===== config.mk =====
export PLATFORM = sky130hd
export DESIGN_NAME = hdp_receiver
export DESIGN_NICKNAME = d
export VERILOG_FILES = /design/src/rtl/hdp_pkg.sv /design/src/rtl/hdp_geometry_counter.sv /design/src/rtl/hdp_receiver.sv
export SDC_FILE = /design/constraint.sdc
export NUM_CORES = 1
export LEC_CHECK = 0
export ABC_CLOCK_PERIOD_IN_PS = 2600
export CAP_MARGIN = 20
export CORE_UTILIZATION = 52
export DETAILED_ROUTE_END_ITERATION = 10
export PLACE_DENSITY = 0.85
export SYNTH_ARGS = -nofsm -noshare
export SYNTH_HDL_FRONTEND = slang
export SYNTH_SLANG_ARGS = --single-unit
export TNS_END_PERCENT = 20

===== constraint.sdc =====
create_clock -name i_clock -period 2.6 [get_ports i_clock]
set_input_delay 0.39 -clock i_clock [delete_from_list [all_inputs] [get_ports i_clock]]
set_output_delay 0.39 -clock i_clock [all_outputs]
set_load 0.01 [all_outputs]

===== src/rtl/hdp_pkg.sv =====
// Shared definitions for the HDP panel receive path.
// Contents: default frame geometry, the framing FSM state encoding,
// protocol error codes and a counter-width helper.
package hdp_pkg;

    localparam int HDP_PACKETS_PER_LINE = 40;
    localparam int HDP_BLANK_PER_LINE   = 4;
    localparam int HDP_LINES            = 1280;
    localparam int HDP_BACK_PORCH       = 24;

    localparam int DATA_W       = 32;
    localparam int LINE_W       = 11;
    localparam int FRAME_CNT_W  = 16;

    typedef enum logic [1:0] {
        ST_IDLE       = 2'd0,
        ST_LINE_DATA  = 2'd1,
        ST_LINE_BLANK = 2'd2,
        ST_BACK_PORCH = 2'd3
    } hdpState_t;

    typedef enum logic [2:0] {
        ERR_NONE         = 3'd0,
        ERR_SHORT_LINE   = 3'd1,
        ERR_LONG_LINE    = 3'd2,
        ERR_PORCH_DATA   = 3'd3,
        ERR_EARLY_UPDATE = 3'd4
    } hdpError_t;

    // Bits needed to count 0..n-1, never less than one.
    function automatic int cntWidth(input int n);
        return (n > 1) ? $clog2(n) : 1;
    endfunction

endpackage


===== src/rtl/hdp_geometry_counter.sv =====
// Nested position counters for one HDP frame: packet within line, blank
// cycle within line, line within frame and back-porch cycle.
// Ports:
//   clock, nReset   clock and synchronous active-low reset
//   clkEn           cycle qualifier; counters hold when low
//   clear           return every counter to 0 (frame end or error)
//   start           first packet of a frame accepted: pkt=1, others 0
//   stepPkt         advance packet counter (wraps after the last packet)
//   stepBlank       advance blank counter; bumps line at end of blank
//   stepPorch       advance porch counter
//   pkt, line       current packet and line index
//   pktLast, blankLast, lineLast, porchLast   terminal-count flags
module hdp_geometry_counter
    import hdp_pkg::*;
#(
    parameter int PACKETS_PER_LINE = HDP_PACKETS_PER_LINE,
    parameter int BLANK_PER_LINE   = HDP_BLANK_PER_LINE,
    parameter int LINES            = HDP_LINES,
    parameter int BACK_PORCH       = HDP_BACK_PORCH,
    parameter int PKT_W            = cntWidth(HDP_PACKETS_PER_LINE)
) (
    input  logic              clock,
    input  logic              nReset,
    input  logic              clkEn,
    input  logic              clear,
    input  logic              start,
    input  logic              stepPkt,
    input  logic              stepBlank,
    input  logic              stepPorch,
    output logic [PKT_W-1:0]  pkt,
    output logic [LINE_W-1:0] line,
    output logic              pktLast,
    output logic              blankLast,
    output logic              lineLast,
    output logic              porchLast
);

    localparam int BLANK_W = cntWidth(BLANK_PER_LINE);
    localparam int PORCH_W = cntWidth(BACK_PORCH);

    logic [BLANK_W-1:0] blank;
    logic [PORCH_W-1:0] porch;

    assign pktLast   = (pkt   == PKT_W'(PACKETS_PER_LINE - 1));
    assign blankLast = (blank == BLANK_W'(BLANK_PER_LINE - 1));
    assign lineLast  = (line  == LINE_W'(LINES - 1));
    assign porchLast = (porch == PORCH_W'(BACK_PORCH - 1));

    always_ff @(posedge clock) begin
        if (!nReset) begin
            pkt   <= '0;
            blank <= '0;
            line  <= '0;
            porch <= '0;
        end else if (clkEn) begin
            if (clear) begin
                pkt   <= '0;
                blank <= '0;
                line  <= '0;
                porch <= '0;
            end else if (start) begin
                // Packet 0 is consumed by the start cycle itself.
                pkt   <= PKT_W'(1);
                blank <= '0;
                line  <= '0;
                porch <= '0;
            end else begin
                if (stepPkt) begin
                    pkt <= pktLast ? '0 : pkt + PKT_W'(1);
                end
                if (stepBlank) begin
                    blank <= blankLast ? '0 : blank + BLANK_W'(1);
                    // The last line keeps its index through the porch.
                    if (blankLast && !lineLast) begin
                        line <= line + LINE_W'(1);
                    end
                end
                if (stepPorch) begin
                    porch <= porchLast ? '0 : porch + PORCH_W'(1);
                end
            end
        end
    end

endmodule


===== src/rtl/hdp_receiver.sv =====
// Receive end of the HDP panel interface. Checks line/frame geometry of
// the valid/update framed packet stream, re-emits accepted packets with
// their line position, accumulates a per-frame XOR checksum and reports
// the first protocol error since the last clear.
// Ports:
//   i_clock, i_nReset        clock and synchronous active-low reset
//   i_clkEn                  cycle qualifier; state holds when low
//   i_lcdData, i_valid       packet stream
//   i_update                 frame marker, rising edge starts a frame
//   i_clearError             clears the sticky error
//   o_pixelData/o_pixelValid accepted packet, one cycle after sampling
//   o_lineStart, o_lineCount first-packet-of-line flag and line index
//   o_frameDone              one-cycle pulse at the end of a clean frame
//   o_frameChecksum          XOR of every packet of the last clean frame
//   o_frameCount             clean frames completed (wrapping)
//   o_error, o_errorCode     sticky error flag and first error code
module hdp_receiver
    import hdp_pkg::*;
#(
    parameter int PACKETS_PER_LINE = HDP_PACKETS_PER_LINE,
    parameter int BLANK_PER_LINE   = HDP_BLANK_PER_LINE,
    parameter int LINES            = HDP_LINES,
    parameter int BACK_PORCH       = HDP_BACK_PORCH
) (
    input  logic                   i_clock,
    input  logic                   i_nReset,
    input  logic                   i_clkEn,
    input  logic [DATA_W-1:0]      i_lcdData,
    input  logic                   i_valid,
    input  logic                   i_update,
    input  logic                   i_clearError,
    output logic [DATA_W-1:0]      o_pixelData,
    output logic                   o_pixelValid,
    output logic                   o_lineStart,
    output logic [LINE_W-1:0]      o_lineCount,
    output logic                   o_frameDone,
    output logic [DATA_W-1:0]      o_frameChecksum,
    output logic [FRAME_CNT_W-1:0] o_frameCount,
    output logic                   o_error,
    output logic [2:0]             o_errorCode
);

    localparam int PKT_W = cntWidth(PACKETS_PER_LINE);

    hdpState_t         state;
    logic              updateD;
    logic [DATA_W-1:0] checksum;

    logic [PKT_W-1:0]  pkt;
    logic [LINE_W-1:0] line;
    logic              pktLast;
    logic              blankLast;
    logic              lineLast;
    logic              porchLast;

    logic              updateRise;
    hdpError_t         errCode;
    logic              errHit;
    logic              frameStart;
    logic              accept;
    logic              frameEnd;

    assign updateRise = i_update && !updateD;

    // Line/porch violations first, then an early frame marker overrides
    // them because it explains why the geometry went wrong.
    always_comb begin
        errCode = ERR_NONE;
        case (state)
            ST_LINE_DATA:  if (!i_valid) errCode = ERR_SHORT_LINE;
            ST_LINE_BLANK: if (i_valid)  errCode = ERR_LONG_LINE;
            ST_BACK_PORCH: if (i_valid)  errCode = ERR_PORCH_DATA;
            default:       errCode = ERR_NONE;
        endcase
        if ((state != ST_IDLE) && updateRise) begin
            errCode = ERR_EARLY_UPDATE;
        end
    end

    assign errHit     = (errCode != ERR_NONE);
    assign frameStart = (state == ST_IDLE) && i_valid && updateRise;
    assign accept     = frameStart || ((state == ST_LINE_DATA) && !errHit);
    assign frameEnd   = (state == ST_BACK_PORCH) && porchLast && !errHit;

    hdp_geometry_counter #(
        .PACKETS_PER_LINE (PACKETS_PER_LINE),
        .BLANK_PER_LINE   (BLANK_PER_LINE),
        .LINES            (LINES),
        .BACK_PORCH       (BACK_PORCH),
        .PKT_W            (PKT_W)
    ) geometry (
        .clock     (i_clock),
        .nReset    (i_nReset),
        .clkEn     (i_clkEn),
        .clear     (errHit || frameEnd),
        .start     (frameStart),
        .stepPkt   ((state == ST_LINE_DATA) && !errHit),
        .stepBlank (state == ST_LINE_BLANK),
        .stepPorch (state == ST_BACK_PORCH),
        .pkt       (pkt),
        .line      (line),
        .pktLast   (pktLast),
        .blankLast (blankLast),
        .lineLast  (lineLast),
        .porchLast (porchLast)
    );

    always_ff @(posedge i_clock) begin
        if (!i_nReset) begin
            state           <= ST_IDLE;
            updateD         <= 1'b0;
            checksum        <= '0;
            o_pixelData     <= '0;
            o_pixelValid    <= 1'b0;
            o_lineStart     <= 1'b0;
            o_lineCount     <= '0;
            o_frameDone     <= 1'b0;
            o_frameChecksum <= '0;
            o_frameCount    <= '0;
            o_error         <= 1'b0;
            o_errorCode     <= ERR_NONE;
        end else if (!i_clkEn) begin
            // Strobes must not repeat across a stalled cycle.
            o_pixelValid <= 1'b0;
            o_lineStart  <= 1'b0;
            o_frameDone  <= 1'b0;
        end else begin
            updateD      <= i_update;
            o_pixelValid <= accept;
            // Counters sit at 0 in IDLE, so pkt==0 also covers frameStart.
            o_lineStart  <= accept && (pkt == '0);
            o_frameDone  <= frameEnd;

            if (accept) begin
                o_pixelData <= i_lcdData;
                o_lineCount <= line;
            end

            if (frameStart) begin
                checksum <= i_lcdData;
            end else if (accept) begin
                checksum <= checksum ^ i_lcdData;
            end

            if (frameEnd) begin
                o_frameChecksum <= checksum;
                o_frameCount    <= o_frameCount + FRAME_CNT_W'(1);
            end

            // First error wins, except that a clear in the same cycle
            // makes room for the new one.
            if (errHit) begin
                o_error <= 1'b1;
                if (!o_error || i_clearError) begin
                    o_errorCode <= errCode;
                end
            end else if (i_clearError) begin
                o_error     <= 1'b0;
                o_errorCode <= ERR_NONE;
            end

            if (errHit) begin
                state <= ST_IDLE;
            end else begin
                case (state)
                    ST_IDLE: begin
                        if (frameStart) state <= ST_LINE_DATA;
                    end
                    ST_LINE_DATA: begin
                        if (pktLast) state <= ST_LINE_BLANK;
                    end
                    ST_LINE_BLANK: begin
                        if (blankLast) state <= lineLast ? ST_BACK_PORCH : ST_LINE_DATA;
                    end
                    ST_BACK_PORCH: begin
                        if (porchLast) state <= ST_IDLE;
                    end
                    default: state <= ST_IDLE;
                endcase
            end
        end
    end

endmodule


Word-level counts from Yosys, hierarchy flattened:

Index checks and enable logic that the tools add are counted.
Widths: inputs -> output; s select.

* register bits after elaboration: 157
* bits in latches: 0
* memory bits (writable): 0
* ROM bits: 0
* input port bits: 38
* logic and storage cells: 106
* memories kept: 0

* add/subtract/negate cells: 5
* $mul: 0
* div/mod/pow operators: 0
* magnitude comparators: 0
* equal/unequal tests: 12
* shift operators: 0
* muxes and demuxes: 35
* bitwise gates (word level): 1
* reduce and logical (&&, ||, !) cells: 37

Operators by type and width (number)
* $mux 32: 2
* $mux 11: 4
* $xor 32x32->32: 1
* $mux 2: 12
* $mux 6: 4
* $mux 5: 4
* $add 16x1->16 const B: 1
* $reduce_and 2->1: 8
* $reduce_bool 3->1: 5
* $mux 3: 4
* $add 11x1->11 const B: 1
* $eq 11x11->1 const B: 1
* $logic_and 1x1->1: 9
* $ne 3x3->1 const B: 3
* $pmux 3 s3: 1
* $pmux 2 s4: 1
* $add 6x1->6 const B: 1
* $eq 2x2->1 const B: 3
* $eq 6x6->1 const B: 1
* $logic_not 6->1: 1
* $reduce_and 3->1: 2
* $reduce_bool 2->1: 3
* $add 5x1->5 const B: 1
* $eq 5x5->1 const B: 1
* 9 further kinds: 16

Depth between registers and ports, before layout:

Gate-level depths: netlist of run 1.

* word-level depth: 10
* mapped depth: 10
* gate-level depth less buffers: 6

By module:

A second synthesis of run 1 with hierarchy kept.

* cells, all modules: 827
* area, all modules: 6841.6 um^2

Modules (own cells, without submodules)
* hdp_receiver: times used 1, cells an instance 673, area each 5580.4 um^2
* hdp_geometry_counter: times used 1, cells an instance 154, area each 1261.2 um^2

Worst setup path after synthesis of run 1:

OpenSTA, ideal clock, no wires.

* kind: register to register
* start point: register geometry.porch[0]
* end point: register o_frameCount[9]
* data arrival time: 1.974 ns
* required time: 2.472 ns
* slack: 0.498 ns
* stages on the path, launching flop included: 8
* path buffers: 1
* period minus slack after synthesis: 2.102 ns
* path through: dfxtp_1 -> ha_1 -> nand4b_2 -> or4_1 -> buf_2 -> nor4_1 -> xnor2_1 -> nor2_1

* longest elaborated chain between the ends: 4

Ends and longest elaborated chain
* start: declaration: RTL line hdp_geometry_counter.sv:42 `logic [PORCH_W-1:0] porch;`
* start signal: assignment: RTL line hdp_geometry_counter.sv:79 `porch <= porchLast ? '0 : porch + PORCH_W'(1);`
* $eq 5x5->1: RTL line hdp_geometry_counter.sv:47 `assign porchLast = (porch == PORCH_W'(BACK_PORCH - 1));`
* $logic_and 1x1->1 (2 in series): RTL line hdp_receiver.sv:83 `assign frameEnd = (state == ST_BACK_PORCH) && porchLast && !errHit;`
* $reduce_and 2->1 (no line)
* end signal: assignment: RTL line hdp_receiver.sv:147 `o_frameCount <= o_frameCount + FRAME_CNT_W'(1);`
* end: declaration: RTL line hdp_receiver.sv:38 `output logic [FRAME_CNT_W-1:0] o_frameCount,`

No other way between the ends.
A chain may end at the register's enable or synchronous reset.

Worst setup path in the final report of run 1:

Same ends and word-level chain as after synthesis.

==> impl_metrics.py, run 1 <==
metrics = {
    "run_status": {
        "status": "complete, no violations",
    },
    "layout": {
        "seq_area_um2": 3143,
        "nets": 1067,
        "syn_to_final_growth_pct": 32.07,
        "fillers": 967,
        "drive_gt1_frac": 0.06950,
        "final_common_cell": "nand2_1",
        "final_cell_area_um2": 9105,
        "multiInputGateArea_um2": 3483,
        "final_cell_mix": "nand2_1, dfxtp_1, clkdlybuf4s50_1, a21oi_1, nor2_1",
    },
    "global_routing": {
        "grt_pass1_vias": 6103,
        "grt_pass1_wl_mm": 29.72,
        "grt_overflow": 0,
        "grt_use_total": 0.2752,
        "grt_start_max_net_pins": 106,
        "antenna_found_initial": 0,
    },
    "pwr": {
        "intPower_uw": 4282,
        "vdd_drop_max_v": 0.0004170,
        "clkPwrFrac": 0.465,
        "switchingPower_uw": 1255,
        "p_leak_uw": 0.003148,
        "seqPwrFrac": 0.450,
        "switching_share": 0.2267,
        "combPwrFrac": 0.086,
        "powerDensity_nw_per_um2": 608.1,
    },
    "sta": {
        "slew_headroom": 0.4393,
        "fmax_ghz": 0.4503,
        "rsz0062_at_grt": "false",
        "drv_slew": 0,
        "hold_viol": 0,
        "setup_tns_ps": 0,
        "fin_crit_sh": 0.8541,
        "finalSetupViolCount": 0,
        "tightest_slew_ps": 841.0,
        "fin_crit_ps": 2221,
        "finClkSkew_ps": 6.720,
    },
    "cts": {
        "cts_buffer_depth": 2,
        "clock_latency_ps": 420,
        "htree_levels": 4,
        "cts.sinks": 157,
        "post_cts_buffers": 0,
        "ctsHoldBuffers": 0,
        "cts_root_buffer": "clkbuf_16",
        "post_cts_resized": 0,
        "cts_tree": "yes",
        "path_clk_slew_ps": 60,
        "cts_buffers": 17,
    },
    "drt": {
        "dr.pass1.iters": 5,
        "vias": 6852,
        "routed_via_density": 5.667,
        "antenna_left": 0,
        "drt_iter0_markers": 534,
        "wl_per_cell_um": 15.06,
        "drc": 0,
        "routed_wl_mm": 18.21,
    },
    "setup_path": {
        "crit-reg2reg-launch": "geometry.porch[0]$_SDFFE_PN0P_",
        "cp-startpoint": "geometry.porch[0]$_SDFFE_PN0P_",
        "crit_required_ps": 2900,
        "critPathArrivalTime_ps": 2520,
        "cp-start-kind": "flip-flop",
        "path_max_fanout": 6,
        "end_kind": "flip-flop",
        "path_class": "flip-flop to flip-flop",
    },
    "floorplanning": {
        "chipHeight_um": 117.1,
        "placeableCoreArea_um2": 12770,
        "rows": 41,
        "io-pin-count": 136,
        "die_area_um2": 13720,
        "die_w_um": 117.1,
        "initial_utilization": 0.5397,
    },
    "placement": {
        "port-buffer-count": 135,
        "dpl.hpwl_mm": 11.54,
        "gp_congestion": 0.8413,
        "placed_cell_area_um2": 8488,
    },
    "yosys": {
        "syn_avg_cell_area_um2": 7.601,
        "synthCells": 907,
        "synth_nets": 951,
        "synth_edf_count": 0,
        "yosysSeqAreaShare": 0.4559,
        "synth_area_um2": 6894,
        "synth_flop_cell": "dfxtp_1",
        "async_flop_share": 0,
        "ys_ff_latch": 157,
        "yosys_warnings": 0,
        "yosysUniqueCellTypes": 56,
    },
    "min_path": {
        "hold_path.startpoint": "i_nReset",
        "hp-class": "input pin to flip-flop",
    },
    "run": {
        "maxCapViolCount": 0,
    },
}
-- sequential cells by signal (all words and copies together) (netlist names) --
signal and count:
checksum 32, geometry.blank 2, geometry.line 11, geometry.pkt 6, geometry.porch 5, o_error 1
o_errorCode 3, o_frameChecksum 32, o_frameCount 16, o_frameDone 1, o_lineCount 11, o_lineStart 1
o_pixelData 32, o_pixelValid 1, state 2, updateD 1
-- kinds of logic after synthesis --
kind of cell               synth area share
muxes                              0.008893
adders and majority gates           0.01234
and+or+nand+nor                      0.2724
DFF                                  0.4559
AOI/OAI and AO/OA                    0.1924
buffers and inverters               0.04156
xor gates and xnor gates            0.01652
-- per-layer routing --
layer,wire (um),vias to the layer above,share of wire,global-route usage
met1,7977,3191,0.44,0.3532
met3,1002,43,0.055,0.05819
met4,369,0,0.020,0.1173
met2,8857,219,0.49,0.4482
met5,0,-,0,0
li1,-,3399,-,-
-- path summary, 6_finish.rpt --
path	endpoint	slack, ps	cells past startpoint
worst min-delay path	state[0]$_SDFFE_PN0P_	310	2
worst max-delay path	o_frameCount[9]$_SDFFE_PN0P_	380	6
worst max register to register	o_frameCount[9]$_SDFFE_PN0P_	380	6
worst min register to register	o_frameChecksum[10]$_SDFFE_PN0P_	450	2
-- layout make-up --
cell class | count | share of cell area
Clock buffer | 26 | 0.05593
Inverter | 7 | 0.003023
Clock inverter | 6 | 0.01154
Multi-Input combinational cell | 677 | 0.3826
Antenna cell | 1 | 0.0002748
Sequential cell | 157 | 0.3452
Timing Repair Buffer | 163 | 0.1778
Tap cell | 172 | 0.02364
-- synthesized netlist by cell type (2+ instances only) --
cell        n  share of area
ha_1        6          0.011
nand4_1    14          0.013
and2_1      5         0.0045
o211ai_1   34          0.037
buf_2      10         0.0073
nor2_1     63          0.034
nand3b_1    4         0.0044
a31oi_1     2         0.0018
or4_1       4         0.0044
a21oi_1   126          0.091
a211o_1     2         0.0025
xor2_1      7         0.0089
inv_1       6         0.0033
and3_1     10         0.0091
o41ai_1     2         0.0025
nand2_1   227           0.12
or2_2       2         0.0018
nor2b_1     4         0.0036
nor3_1     42          0.030
nand4b_1    5         0.0064
nor4_1      7         0.0064
clkbuf_1   55          0.030
mux2i_1     5         0.0073
o21a_1      2         0.0022
o31ai_1     2         0.0022
xnor2_1     6         0.0076
a22oi_1     2         0.0022
dfxtp_1   157           0.46
nand3_1    20          0.015
o21ai_0    43          0.031
a32oi_1     2         0.0025
nand2b_1    7         0.0064
-- power groups by stage --
stage | clock, uW | sequential [uW] | combinational, uW
2_1_floorplan | 0 | 2540 | 253
3_3_place_gp | 0 | 2540 | 458
3_5_place_dp | 0 | 2540 | 466
4_1_cts | 2600 | 2490 | 472
5_1_grt | 2720 | 2490 | 520
6_report | 2570 | 2490 | 474
-- through the flow --
stage / worst slack, ps / power, uW / instances / hold WS [ps] / utilization
4_1_cts: 395.7 / 5557 / 1208 / 285.9 / 0.7126
3_5_place_dp: 59.97 / 3007 / 1176 / 442.0 / 0.6645
2_1_floorplan: 498.2 / 2796 / 907 / 453.6 / -
6_report: 379.4 / 5537 / 1209 / 307.6 / 0.7128
3_3_place_gp: 99.27 / 2997 / 1176 / 436.8 / 0.6645
5_1_grt: 276.2 / 5730 / 1208 / 299.2 / 0.7126
-- worst max-delay path, cell delays in order, from the launching register on --
cell and delay, ps:
dfxtp_1 390, ha_1 290, nand4b_2 130, or4_1 640, nor4_1 420, xnor2_1 170, nor2_1 60
Power figures use the tool's default switching activity.
==> run 2: changes to the inputs <==
- GPL_ROUTABILITY_DRIVEN: default -> 0
==> results of run 2 <==
No change in the layout: final DEF, timing and power equal those of run 1.
==> run 3: changes to the inputs <==
- CORE_UTILIZATION: 52 -> 54
- CTS_BUF_LIST: default -> sky130_fd_sc_hd__clkbuf_8
- CTS_CLUSTER_DIAMETER: default -> 60
- PLACE_DENSITY: 0.85 -> 0.88
==> run 3 against run 2 <==
Net effect:
- cell area decreased by 3.0%
- cell count is 0.58% lower
- largest power group is now sequential cells
- utilization rose by 1.1 points
==> impl_metrics.py, run 3 (same netlist as run 1, synthesis figures left out) <==
metrics = {
    "run_status": {
        "status": "complete, no violations",
    },
    "sta": {
        "fin_hold_ws_ps": 299.9,
        "hold_viol": 0,
        "finalSetupViolCount": 0,
        "fmax_ghz": 0.4612,
        "slew_headroom": 0.4521,
        "finClkSkew_ps": 6.495,
        "tightest_slew_ps": 821.8,
        "finalWorstSetupSlack_ps": 431.7,
        "rsz0062_at_grt": "false",
        "fin_crit_ps": 2168,
        "setup_tns_ps": 0,
        "fin_crit_sh": 0.8340,
        "drv_slew": 0,
    },
    "global_routing": {
        "antenna_found_initial": 0,
        "grt_use_total": 0.2731,
        "grt_overflow": 0,
        "grt_pass1_wl_mm": 28.71,
        "grt_pass1_vias": 5946,
        "grt_start_max_net_pins": 83,
    },
    "pwr": {
        "switching_share": 0.2492,
        "switchingPower_uw": 1167,
        "combPwrFrac": 0.101,
        "clkPwrFrac": 0.368,
        "powerDensity_nw_per_um2": 530.2,
        "seqPwrFrac": 0.530,
        "vdd_drop_max_v": 0.0003095,
        "intPower_uw": 3517,
        "p_leak_uw": 0.003044,
    },
    "floorplanning": {
        "rows": 40,
        "placeableCoreArea_um2": 12210,
        "io-pin-count": 136,
        "initial_utilization": 0.5645,
        "die_area_um2": 13220,
        "chipHeight_um": 115.0,
        "die_w_um": 115.0,
    },
    "cts": {
        "clock_latency_ps": 450,
        "post_cts_resized": 0,
        "cts.sinks": 157,
        "path_clk_slew_ps": 80,
        "post_cts_buffers": 0,
        "htree_levels": 4,
        "cts_tree": "yes",
        "ctsHoldBuffers": 0,
        "cts_root_buffer": "clkbuf_8",
        "cts_buffers": 17,
        "cts_buffer_depth": 2,
    },
    "placement": {
        "dp_slack_ps": 88.19,
        "port-buffer-count": 135,
        "dpl.hpwl_mm": 11.63,
    },
    "setup_path": {
        "path_class": "flip-flop to flip-flop",
        "crit_required_ps": 2920,
        "cp-start-kind": "flip-flop",
        "reg2reg_slack_ps": 430,
        "end_kind": "flip-flop",
        "critPathArrivalTime_ps": 2490,
        "path_max_fanout": 6,
    },
    "layout": {
        "syn_to_final_growth_pct": 28.15,
        "fillers": 966,
        "drive_gt1_frac": 0.06963,
        "n_antenna_cell": 0,
        "top_regs": "checksum: 32 flops, o_frameChecksum: 32 flops, o_pixelData: 32 flops",
        "final_common_cell": "nand2_1",
        "nets": 1067,
        "final_cell_mix": "nand2_1, dfxtp_1, clkdlybuf4s50_1, a21oi_1, nor2_1",
    },
    "drt": {
        "wl_per_cell_um": 14.78,
        "dr.pass1.iters": 5,
        "drt_iter0_markers": 517,
        "drc": 0,
        "vias": 6863,
        "routed_via_density": 5.710,
        "antenna_left": 0,
        "routed_wl_mm": 17.77,
    },
    "run": {
        "maxCapViolCount": 0,
    },
    "min_path": {
        "hp-class": "input pin to flip-flop",
    },
}
run 3: worst max-delay path: stages, from the launching register on:
cell and delay (ps):
dfxtp_1 380, ha_1 300, nand4b_2 130, or4_1 600, nor4_1 410, xnor2_1 170
nor2_1 50
run 3: layout make-up:
cell class	instances	area (um^2)	share of cell area
clock inverter	11	102.6	0.01161
inverter	7	27.53	0.003116
clock buffer	19	261.5	0.02960
tap	168	210.2	0.02379
sequential	157	3143	0.3558
timing repair buffer	163	1607	0.1818
multi-input combinational	677	3483	0.3943
run 3: routing by layer:
metal	wire length [um]	up-vias	track usage
li1	-	3375	-
met1	7849	3202	0.3542
met2	8312	243	0.4369
met3	1153	43	0.06220
met4	454	0	0.1186
met5	0	-	0
run 3: stage by stage:
stage | util | std cells | total power, uW | instance area (um^2)
5_1_grt | 0.7235 | 1202 | 4864 | 8835
2_1_floorplan | - | 907 | 2796 | 6894
3_5_place_dp | 0.6936 | 1172 | 3008 | 8471
4_1_cts | 0.7235 | 1202 | 4706 | 8835
6_report | 0.7235 | 1202 | 4684 | 8835
3_3_place_gp | 0.6936 | 1172 | 2997 | 8471
run 3: power groups by stage:
| stage | Combinational (uW) | Sequential [uW] | Clock, uW |
|---|---|---|---|
| floorplan | 253 | 2540 | 0 |
| detailed placement | 468 | 2540 | 0 |
| global route | 518 | 2490 | 1850 |
| CTS | 471 | 2480 | 1750 |
| global placement | 458 | 2540 | 0 |
| finish | 474 | 2480 | 1730 |
run 3: path summary, 6_finish.rpt:
path / start / depth (start not counted) / to
min reg2reg: o_frameChecksum[5]$_SDFFE_PN0P_ / 2 / o_frameChecksum[5]$_SDFFE_PN0P_
max reg2reg: geometry.porch[0]$_SDFFE_PN0P_ / 6 / o_frameCount[9]$_SDFFE_PN0P_
min: i_nReset / 2 / state[0]$_SDFFE_PN0P_
max: geometry.porch[0]$_SDFFE_PN0P_ / 6 / o_frameCount[9]$_SDFFE_PN0P_
